[src/rtl/graph_pkg.sv]
// Shared definitions for the clique-counter graph interface: FSM state encoding and
// the flat adjacency index used by both the edge loader and the clique counter.
package graph_pkg;

  localparam logic [1:0] ST_LOAD  = 2'd0;
  localparam logic [1:0] ST_CLEAR = 2'd1;
  localparam logic [1:0] ST_HOLD  = 2'd2;

  typedef enum logic [1:0] {
    S_LOAD  = ST_LOAD,
    S_CLEAR = ST_CLEAR,
    S_HOLD  = ST_HOLD
  } state_e;

  // Bit position of adjacency entry (row, col) in an n x n flat matrix.
  function automatic int flat_idx(input int row, input int col, input int n);
    return row * n + col;
  endfunction

endpackage

[src/rtl/graph_row_clear.sv]
// Row sequencer for the post-ack clear sweep: walks rows 0..N-1, one per cycle,
// and flags the final row so the loader can return to LOAD.
module graph_row_clear #(
  parameter int N     = 3,
  parameter int IDX_W = (N > 1) ? $clog2(N) : 1
) (
  input  logic             clk,
  input  logic             rst,
  input  logic             start,
  output logic [IDX_W-1:0] row,
  output logic             done
);

  localparam logic [IDX_W-1:0] LAST_ROW = IDX_W'(N - 1);

  logic [IDX_W-1:0] row_q, row_d;
  logic             active_q, active_d;

  always_comb begin
    row_d    = row_q;
    active_d = active_q;
    if (start) begin
      row_d    = '0;
      active_d = 1'b1;
    end else if (active_q) begin
      if (row_q == LAST_ROW) begin
        row_d    = '0;
        active_d = 1'b0;
      end else begin
        row_d = row_q + IDX_W'(1);
      end
    end
  end

  always_ff @(posedge clk or posedge rst) begin
    if (rst) begin
      row_q    <= '0;
      active_q <= 1'b0;
    end else begin
      row_q    <= row_d;
      active_q <= active_d;
    end
  end

  assign row  = row_q;
  assign done = active_q && (row_q == LAST_ROW);

endmodule

[src/rtl/graph_edge_loader.sv]
// Builds a symmetric N x N adjacency matrix from a stream of undirected edges.
// Optional GRAPH_LOADER_SELF_LOOP_REJECT_EN drops u==v edges and flags err_range.
//
// Handshakes: an edge beat transfers on a rising edge where edge_valid && edge_ready;
// edge_u/edge_v/edge_last must be stable while edge_valid is high. graph is complete
// and frozen while graph_valid is high; a graph_ack sampled high in that window
// releases it and starts the clear sweep. graph_ack at any other time is ignored.
module graph_edge_loader
  import graph_pkg::*;
#(
  parameter int N     = 3,
  parameter int IDX_W = (N > 1) ? $clog2(N) : 1,
  parameter int CNT_W = $clog2(N * N + 1)
) (
  input  logic               clk,
  input  logic               rst,
  input  logic               edge_valid,
  output logic               edge_ready,
  input  logic [IDX_W-1:0]   edge_u,
  input  logic [IDX_W-1:0]   edge_v,
  input  logic               edge_last,
  output logic [N*N-1:0]     graph,
  output logic               graph_valid,
  input  logic               graph_ack,
  output logic [CNT_W-1:0]   edge_count,
  output logic               err_range,
  output logic [1:0]         dbg_state
);

  localparam int               NN       = N * N;
  localparam logic [CNT_W-1:0] CNT_MAX  = CNT_W'(NN);
  localparam logic [NN-1:0]    ROW_MASK = NN'({N{1'b1}});

  state_e             state_q, state_d;
  logic [NN-1:0]      graph_q, graph_d;
  logic [CNT_W-1:0]   count_q, count_d;
  logic               err_q, err_d;
  logic               graph_valid_q, graph_valid_d;
  logic               edge_ready_q, edge_ready_d;

  logic               accept;
  logic               in_range;
  logic               self_loop_bad;
  logic               edge_ok;
  logic [NN-1:0]      mask_uv, mask_vu;
  logic               clr_start;
  logic [IDX_W-1:0]   clr_row;
  logic               clr_done;

  graph_row_clear #(
    .N     (N),
    .IDX_W (IDX_W)
  ) u_row_clear (
    .clk   (clk),
    .rst   (rst),
    .start (clr_start),
    .row   (clr_row),
    .done  (clr_done)
  );

  assign accept   = edge_valid && edge_ready_q;
  assign in_range = (int'(edge_u) < N) && (int'(edge_v) < N);
`ifdef GRAPH_LOADER_SELF_LOOP_REJECT_EN
  assign self_loop_bad = (edge_u == edge_v);
`else
  assign self_loop_bad = 1'b0;
`endif
  assign edge_ok  = in_range && !self_loop_bad;
  assign mask_uv  = NN'(1) << flat_idx(int'(edge_u), int'(edge_v), N);
  assign mask_vu  = NN'(1) << flat_idx(int'(edge_v), int'(edge_u), N);

  always_comb begin
    state_d   = state_q;
    graph_d   = graph_q;
    count_d   = count_q;
    err_d     = err_q;
    clr_start = 1'b0;
    case (state_q)
      S_LOAD: begin
        if (accept) begin
          if (edge_ok) begin
            graph_d = graph_q | mask_uv | mask_vu;
            // The reversed pair hits the same bit via symmetry, so it never counts twice.
            if (((graph_q & mask_uv) == '0) && (count_q < CNT_MAX)) begin
              count_d = count_q + CNT_W'(1);
            end
          end else begin
            err_d = 1'b1;
          end
          if (edge_last) begin
            state_d = S_HOLD;
          end
        end
      end
      S_HOLD: begin
        if (graph_ack) begin
          state_d   = S_CLEAR;
          count_d   = '0;
          err_d     = 1'b0;
          clr_start = 1'b1;
        end
      end
      S_CLEAR: begin
        graph_d = graph_q & ~(ROW_MASK << flat_idx(int'(clr_row), 0, N));
        if (clr_done) begin
          state_d = S_LOAD;
        end
      end
      default: begin
        state_d = S_LOAD;
      end
    endcase
    graph_valid_d = (state_d == S_HOLD);
    edge_ready_d  = (state_d == S_LOAD);
  end

  always_ff @(posedge clk or posedge rst) begin
    if (rst) begin
      state_q       <= S_LOAD;
      graph_q       <= '0;
      count_q       <= '0;
      err_q         <= 1'b0;
      graph_valid_q <= 1'b0;
      edge_ready_q  <= 1'b1;
    end else begin
      state_q       <= state_d;
      graph_q       <= graph_d;
      count_q       <= count_d;
      err_q         <= err_d;
      graph_valid_q <= graph_valid_d;
      edge_ready_q  <= edge_ready_d;
    end
  end

  assign edge_ready  = edge_ready_q;
  assign graph       = graph_q;
  assign graph_valid = graph_valid_q;
  assign edge_count  = count_q;
  assign err_range   = err_q;
  assign dbg_state   = state_q;

endmodule
[config.mk]
export PLATFORM = sky130hd
export DESIGN_NAME = graph_edge_loader
export DESIGN_NICKNAME = d
export VERILOG_FILES = /design/src/rtl/graph_pkg.sv /design/src/rtl/graph_row_clear.sv /design/src/rtl/graph_edge_loader.sv
export SDC_FILE = /design/constraint.sdc
export NUM_CORES = 1
export LEC_CHECK = 0
export ABC_AREA = 1
export BUFFER_PORTS_ARGS = -buffer_cell sky130_fd_sc_hd__buf_2
export CORE_MARGIN = 3
export CORE_UTILIZATION = 50
export CTS_CLUSTER_SIZE = 12
export DETAILED_ROUTE_END_ITERATION = 8
export PLACE_DENSITY_LB_ADDON = 0.05
export SLEW_MARGIN = 20
export SYNTH_ARGS = -nofsm -noshare
export SYNTH_HDL_FRONTEND = slang
export SYNTH_SLANG_ARGS = --single-unit
[constraint.sdc]
create_clock -name clk -period 3.2 [get_ports clk]
set_input_delay 0.32 -clock clk [delete_from_list [all_inputs] [get_ports clk]]
set_output_delay 0.32 -clock clk [all_outputs]
set_load 0.01 [all_outputs]
# Word level (Yosys, flattened, before mapping)

Index checks and enable logic that the tools add are counted.

Bits in registers: 21
Bits of input ports: 9

Add/subtract/negate cells: 4
Multipliers: 3
Order comparisons: 3
Equal/unequal tests: 9
Shifts and indexed selects: 3
Multiplexer cells: 25
Bitwise logic cells: 5
Reduce and logical (&&, ||, !) cells: 13

Operator list:

| cell                                               | count |
|---|---|
| bitwise AND 9 bit                                  | 2 |
| 2-to-1 mux 9 bit                                   | 2 |
| bitwise OR 9 bit                                   | 2 |
| one-hot mux 9 bit (2 select lines)                 | 1 |
| << shifter 1 x 5 -> 9 bit (first input constant)   | 2 |
| 2-to-1 mux 4 bit                                   | 4 |
| 2-to-1 mux 2 bit                                   | 7 |
| multiplier 2 x 2 -> 4 bit (second input constant)  | 3 |
| adder 4 x 2 -> 5 bit                               | 2 |
| inequality test 2 bit (second input constant)      | 5 |
| zero test 9 bit                                    | 1 |
| NOT 9 bit                                          | 1 |
| << shifter 3 x 4 -> 9 bit (first input constant)   | 1 |
| 2-to-1 mux 1 bit                                   | 8 |
| one-hot mux 4 bit (2 select lines)                 | 1 |
| == test 2 bit (second input constant)              | 3 |
| one-hot mux 2 bit (3 select lines)                 | 1 |
| nonzero test 2 bit                                 | 3 |
| AND reduction 5 bit                                | 1 |
| adder 4 x 1 -> 4 bit (second input constant)       | 1 |
| logical AND 1 bit                                  | 4 |
| zero test 2 bit                                    | 2 |
| less-than comparator 2 bit (second input constant) | 2 |
| less-than comparator 4 bit (second input constant) | 1 |
| 5 further kinds                                    | 5 |

# Longest topological paths before layout

Gate-level depths: netlist of run 1.

Depth after elaboration: 10
Depth in mapped cells: 18
Gate-level depth less buffers: 18

# Modules after synthesis

From an unflattened synthesis of run 1, not the netlist that was laid out.

Cells, all modules: 187
Area, all modules: 1467.7 um^2

By module, submodules not included:

| module            | times used | cells each | area an instance (um^2) | sequential area each (um^2) |
|---|---|---|---|---|
| graph_edge_loader | 1          | 168        | 1327.5                  | 451.7 |
| graph_row_clear   | 1          | 19         | 140.1                   | 75.1 |

# Least setup slack after synthesis of run 1

Ideal clock, no wire load.

Kind: input-to-reg
Start: input port edge_u[0]
End: register count_q[0], in the netlist edge_count[0]
Data arrival time: 2.413 ns
Required time: 3.083 ns
Setup slack: 0.670 ns
Cell stages on the path: 15
Path buffers: 0
Cell sequence: inv_1 fa_1 inv_1 ha_1 fa_1 nor2_2 nand2_1 nor2_1 nor2_1 nand2_1 nor2_2 nand2_2 nand2_4 nand3_1 nand2_1

Longest elaborated chain between the ends: 8
Elaborated cells between the ends (all ways): 11
Classes of those cells: add/sub (1); mul (1); order compare (1); eq/ne (2); shift (1); bitwise (1); reduce/logical (4)

RTL lines:

| element                           | line                     | RTL |
|---|---|---|
| start, declared                   | graph_edge_loader.sv:19  | `input logic [IDX_W-1:0] edge_u,` |
| multiplier 2 x 2 -> 4 bit         | graph_pkg.sv:17          | `return row * n + col;` |
| adder 4 x 2 -> 5 bit              | graph_pkg.sv:17          |  |
| << shifter 1 x 5 -> 9 bit         | graph_edge_loader.sv:69  | `assign mask_uv = NN'(1) << flat_idx(int'(edge_u), int'(edge_v), N);` |
| bitwise AND 9 bit                 | graph_edge_loader.sv:84  | `if (((graph_q & mask_uv) == '0) && (count_q < CNT_MAX)) begin` |
| zero test 9 bit                   | graph_edge_loader.sv:84  |  |
| logical AND 1 bit                 | graph_edge_loader.sv:84  |  |
| inequality test 2 bit (no line)   | --                       |  |
| AND reduction 5 bit (no line) (*) | --                       |  |
| end signal, assigned              | graph_edge_loader.sv:128 | `count_q <= count_d;` |
| end, declared                     | graph_edge_loader.sv:36  | `logic [CNT_W-1:0] count_q, count_d;` |

Mark *: on every way between the ends. The rest lies on a longest branch, timed or not.
A chain may end at the register's enable or synchronous reset.

# Final worst setup path of run 1

Start: input port edge_u[1]
End: register count_q[0], in the netlist edge_count[0]

Same word-level chain as after synthesis.

==> impl_metrics.tcl, run 1 <==
set metrics [dict create \
    synth_cell_type_count 27 \
    setup_viol 0 \
    grt_pass1_wl_um 5260 \
    grt_max_degree 22 \
    fmax_mhz 391 \
    highest_layer "met4" \
    root_buffer "clkbuf_4" \
    dr.first_iter.drc_count 32 \
    cts_hold_buf 0 \
    cts_max_level 1 \
    initial_core_util_pct 55.2 \
    cts_tree "built" \
    pin_count 27 \
    num_vias 1317 \
    viasPerCell 5.25 \
    yosysWarningCount 0 \
    avgRoutedWirePerCell_um 12.2 \
    report.final.slew_viol_count 0 \
    die_area_mm2 0.00357 \
    hold_viol 0 \
    cts_resized 0 \
    period_minus_slack_ns 2.56 \
    met1Wirelength_um 1440 \
    finalClockSkew_ns 0.00212 \
    status "finished, final reports clean" \
    dr_wl_met2_um 1410 \
    ys_seq_area_share_pct 36.5 \
    rows 18 \
    arrival_ns 2.80 \
    critPathKind "primary input to flip-flop" \
    route.met3.wl_um 192 \
    die_x_um 59.7 \
    final_cell_count_no_fill 251 \
    dieHeight_um 59.7 \
    clock_sinks 21 \
    hpwl_um 2530 \
    route.detailed.drc 0 \
    cts.clk_slew.worst_paths_ns 0.11 \
    ir_worst_vdd_v 0.000587 \
    async_flop_share_pct 100 \
    p_leak_nw 0.891 \
    clkLatencyLatePin_ns 0.30 \
    tns_ns 0 \
    required_ns 3.45 \
    period_share_pct 79.9 \
    rsz0062_at_grt "no" \
    setup.worst_path.end_class "flip-flop" \
    synth.largest_area_cell "dfrtp_1" \
    fin_area_mm2 0.00163 \
    port_buffers 26 \
    synth_top_cells_by_area "dfrtp_1, inv_1, nand2_1" \
    gp_congestion 0.846 \
    worst_pin_slew_ns 0.799 \
    worstSetupStartpointType "primary input" \
    cts.path.max_buffers 2 \
    core_area_mm2 0.00261 \
    post_cts_buffers 0 \
    cp_max_fo 7 \
    synth_edf_count 0 \
    avgSynthCellArea_um2 7.51 \
    routed_wl_um 3070 \
    relSlewSlack_pct 46.7 \
    netlist_area_mm2 0.00144 \
    syn-instance-count 192 \
    ys.flop_type "dfrtp_1" \
    hp-class "primary input to asynchronous set/reset pin" \
    syn_nets 212 \
    fillers 247 \
    grt_antenna_before_repair 0 \
    cts_buffers 3 \
    maxCapViolations 0 \
    grt_overflow 0 \
    fin_nets 242 \
    first_global_vias 1242 \
    area_delta_synth_final_pct 12.7 \
    antenna_left 0 \
    synthTopCellsByCount "inv_1, nand2_1, nor2_1" \
    pwr_density_cell_mw_per_mm2 778 \
    grt.total_usage_pct 19.1 \
    drive_above_1_share_pct 21.7 \
    synth-seq-cells 21 \
    synth_top_area_share_pct 34.7 \
    dr.pass1.iters 4 \
    place_inst 247 \
    antenna_cells 0 \
    place_area_mm2 0.00160 \
]
## flip-flops by register name, indices dropped and copies added, names as in the netlist
name / count
dbg_state: 2
err_range: 1
graph: 9
u_row_clear.row: 2
edge_ready: 1
edge_count: 4
graph_valid: 1
u_row_clear.active_q: 1
## final timing paths
check                                          start                  to  slack, ns  cells after the start
worst min register to register  u_row_clear.active_q  u_row_clear.row[1]       0.49                      1
worst max register to register         edge_count[0]       edge_count[0]       1.61                     13
worst min-delay path                             rst  u_row_clear.row[0]       0.15                      2
min in group clk                           edge_last         graph_valid       0.29                      3
max in group asynchronous                        rst       edge_count[0]       2.56                      2
worst max-delay path                       edge_u[1]       edge_count[0]       0.64                     17
## cell type report
cell class | count | area (um2) | share of cell area (%)
inverter | 39 | 149 | 9.16
clock buffer | 4 | 26.3 | 1.62
multi-input combinational | 131 | 756 | 46.5
timing repair buffer | 26 | 130 | 8.01
sequential | 21 | 527 | 32.4
tap | 30 | 37.5 | 2.31
## stage by stage
step / util [%] / setup slack (ns) / total power (W) / hold WS [ns]
2_1_floorplan: - / 0.670 / 0.000932 / 0.296
3_3_place_gp: 61.2 / 0.409 / 0.00112 / 0.446
3_5_place_dp: 61.2 / 0.330 / 0.00114 / 0.468
4_1_cts: 62.2 / 0.633 / 0.00127 / 0.167
5_1_grt: 62.2 / 0.471 / 0.00140 / 0.192
6_report: 62.2 / 0.644 / 0.00127 / 0.152
## per-layer routing
layer  vias up  global-route usage, %
met3         4                   3.24
met2        43                   30.7
met4         0                   5.38
li1        664                      -
met5         -                      0
met1       606                   26.6
## worst max-delay path, cell delays in order
cell	delay [ns]
buf_2	0.14
inv_1	0.07
fa_1	0.53
inv_1	0.06
ha_1	0.20
fa_1	0.53
nor2_2	0.28
nand2_1	0.12
nor2_1	0.09
nor2_1	0.05
nand2_1	0.06
nor2_2	0.04
nand2_2	0.07
nand2_4	0.07
nand2_4	0.07
nand2_1	0.05
nand2_1	0.06
## layout by cell type (no fill, tap or decap), types with 2 or more instances in the layout
cell,Yosys,routed
inv_1,35,35
nor2_1,25,25
nand4_1,4,4
nand2_1,35,35
a31oi_1,3,3
o21ai_0,17,17
ha_1,7,7
dfrtp_1,20,20
nor2_2,7,7
nor3_1,2,2
buf_2,0,26
nand2_2,3,3
nand2_4,3,3
fa_1,4,4
clkbuf_4,0,3
nand3_1,8,8
a21oi_1,5,5
inv_2,3,3
## kinds of logic (layout without fill, tap and decap cells)
family | count (synthesis) | in the layout | synth area share [%]
xor gates and xnor gates | 1 | 1 | 0.607
DFF | 21 | 21 | 36.5
adders and majority gates | 11 | 11 | 11.6
buffers and inverters | 40 | 69 | 11.1
and+or+nand+nor | 88 | 88 | 28.2
AOI/OAI and AO/OA | 31 | 31 | 12.0
## where the power goes
group	switching, W	internal, W
clock	0.0000792	0.0000486
sequential	0.000102	0.000387
combinational	0.000408	0.000240
No activity file was read; power rests on OpenSTA's default activity.
==> inputs of run 2 (changes only) <==
Settings changed: ABC_AREA 1 to 0, CORE_UTILIZATION 50 to 48.
Clock period 3.2 ns to 2.2 ns, I/O delays scaled along.
==> impl_metrics.tcl, run 2 <==
set metrics [dict create \
    port_buffers 26 \
    ys_seq_area_share_pct 40.2 \
    cts_tree "built" \
    place_inst 203 \
    tns_ns -1.70 \
    final_cell_mix "buf_2, buf_4, dfrtp_1" \
    finalClockSkew_ns 0.00319 \
    critical-path-slowest-cell "fa_1" \
    dieHeight_um 58.2 \
    crit_path_start "edge_u[1]" \
    grt.total_usage_pct 21.0 \
    slowest_delay_ns 0.56 \
    root_buffer "clkbuf_4" \
    required_ns 2.39 \
    grt_max_degree 22 \
    synth_edf_count 0 \
    drive_above_1_share_pct 41.4 \
    ir_worst_vdd_v 0.000655 \
    grt_overflow 0 \
    syn_nets 153 \
    relSlewSlack_pct 47.8 \
    cts_max_level 1 \
    ys.flop_type "dfrtp_1" \
    seq_area_um2 527 \
    clock_sinks 21 \
    initial_core_util_pct 51.4 \
    grt_antenna_before_repair 0 \
    path_delay_family "adder cells" \
    die_x_um 58.2 \
    mostFrequentLayoutCell "buf_2" \
    p_leak_nw 0.868 \
    report.final.slew_viol_count 0 \
    worst_pin_slew_ns 0.782 \
    synth_top_cells_by_area "dfrtp_1, ha_1, fa_1" \
    gp_congestion 0.802 \
    dr.pass1.iters 4 \
    route.detailed.drc 0 \
    synth_top_area_share_pct 38.2 \
    synth.largest_area_cell "dfrtp_1" \
    maxCapViolations 0 \
    crit_top_cell "buf_4" \
    fin_nets 202 \
    dr.first_iter.drc_count 26 \
    avgSynthCellArea_um2 9.84 \
    avgRoutedWirePerCell_um 15.3 \
    crit_path_cell_trace "buf_8, inv_4, fa_1, inv_1, ha_2, fa_2, buf_4, or4_4, o211ai_2, buf_4, nor4_2, a221o_1" \
    yosysWarningCount 0 \
    synth_cell_type_count 41 \
    path_buf_inv 5 \
    critPathKind "primary input to flip-flop" \
    clkLatencyLatePin_ns 0.30 \
    synthTopCellsByCount "dfrtp_1, nor2_1, nand2_1" \
    cts_hold_buf 0 \
    finalWorstSetupSlack_ns -0.489 \
    pwr_density_cell_mw_per_mm2 1070 \
    routed_wl_um 3230 \
    grt_pass1_wl_um 5440 \
    cts.path.max_buffers 2 \
    async_flop_share_pct 100 \
    area_delta_synth_final_pct 36.0 \
    violations "negative setup slack" \
    period_minus_slack_ns 2.69 \
    num_vias 1173 \
    hpwl_um 2490 \
    pin_count 27 \
    period_share_pct 122 \
    cts.clk_slew.worst_paths_ns 0.12 \
    antenna_cells 0 \
    largest_reg_flops 9 \
    worstSetupStartpointType "primary input" \
    multi_input_area_um2 817 \
    fmax_mhz 372 \
    cp_max_fo 6 \
    rsz0062_at_grt "yes" \
    die_area_mm2 0.00339 \
    final_cell_count_no_fill 211 \
    first_global_vias 1209 \
    status "finished, violations left" \
    antenna_left 0 \
    arrival_ns 2.88 \
    setup_viol 5 \
    yosysMostFrequentCell "dfrtp_1" \
    fillers 186 \
    setup.worst_path.end_class "flip-flop" \
    rows 18 \
    syn-instance-count 133 \
    reg2reg_depth 5 \
    viasPerCell 5.56 \
    cts_buffers 3 \
    synth-seq-cells 21 \
    hold_viol 0 \
    r2r_slack_ns 0.37 \
    netlist_area_mm2 0.00131 \
    hp-class "primary input to asynchronous set/reset pin" \
    r2r_end "edge_count[1]" \
    core_area_mm2 0.00254 \
    reg2reg_from "graph[2]" \
]
run 2: changes by cell type after synthesis, moves of 6 or more:
cell	previous run	this run
nor2_2	7	1
o21ai_0	17	3
inv_1	35	14
nand2_1	35	15
nor2_1	25	16
nand3_1	8	1
run 2: routing by layer:
layer  routed length [um]  part of all wire [%]  vias to the layer above  global-route usage (%)
met5                    0                     0                        -                       0
met4                   30                  0.93                        0                    7.28
met3                  121                   3.7                        4                    3.34
met2                 1700                    53                       28                    36.3
met1                 1370                    43                      576                    26.6
li1                     -                     -                      565                       -
run 2: through the flow:
stage | area [um2] | utilization (%) | hold WS (ns) | setup slack [ns] | power (W)
floorplan | 1340 | - | 0.196 | -0.625 | 0.00126
global placement | 1620 | 63.5 | 0.409 | -0.826 | 0.00157
detailed placement | 1620 | 63.5 | 0.408 | -0.910 | 0.00160
CTS | 1690 | 66.3 | 0.0666 | -0.490 | 0.00182
global route | 1780 | 70.0 | 0.0882 | -0.564 | 0.00206
finish | 1780 | 70.0 | 0.0381 | -0.489 | 0.00190
run 2: worst max-delay path by stage:
| stage | depth (start not counted) | end |
|---|---|---|
| after floorplan | 11 | edge_count[1] |
| after global placement | 11 | edge_count[1] |
| after detailed placement | 11 | edge_count[1] |
| after CTS | 11 | edge_count[1] |
| after global routing | 12 | edge_count[0] |
| final | 12 | edge_count[0] |
run 2: area by class of cell:
| class | count | area share (%) |
|---|---|---|
| Tap cell | 30 | 2.11 |
| Sequential cell | 21 | 29.6 |
| Timing Repair Buffer | 47 | 17.4 |
| Inverter | 14 | 3.51 |
| Clock buffer | 4 | 1.48 |
| Multi-Input combinational cell | 95 | 45.9 |
run 2: cell families after synthesis:
| logic type | share of synthesized area [%] |
|---|---|
| xor gates and xnor gates | 0.669 |
| buffers and inverters | 5.07 |
| adders and majority gates | 12.8 |
| muxes | 6.12 |
| AOI/OAI and AO/OA | 14.3 |
| and+or+nand+nor | 20.7 |
| DFF | 40.2 |
run 2: timing repair:
action	4_1_cts	5_1_grt
gates resized for setup	11	13
cloned	0	0
buffers inserted	1	3
endpoints found under the setup margin	10	9
pin swaps	9	11
run 2: where the power goes:
group / internal, W / switching, W
clock network: 0.0000706 / 0.000116
logic: 0.000491 / 0.000488
registers: 0.000557 / 0.000175
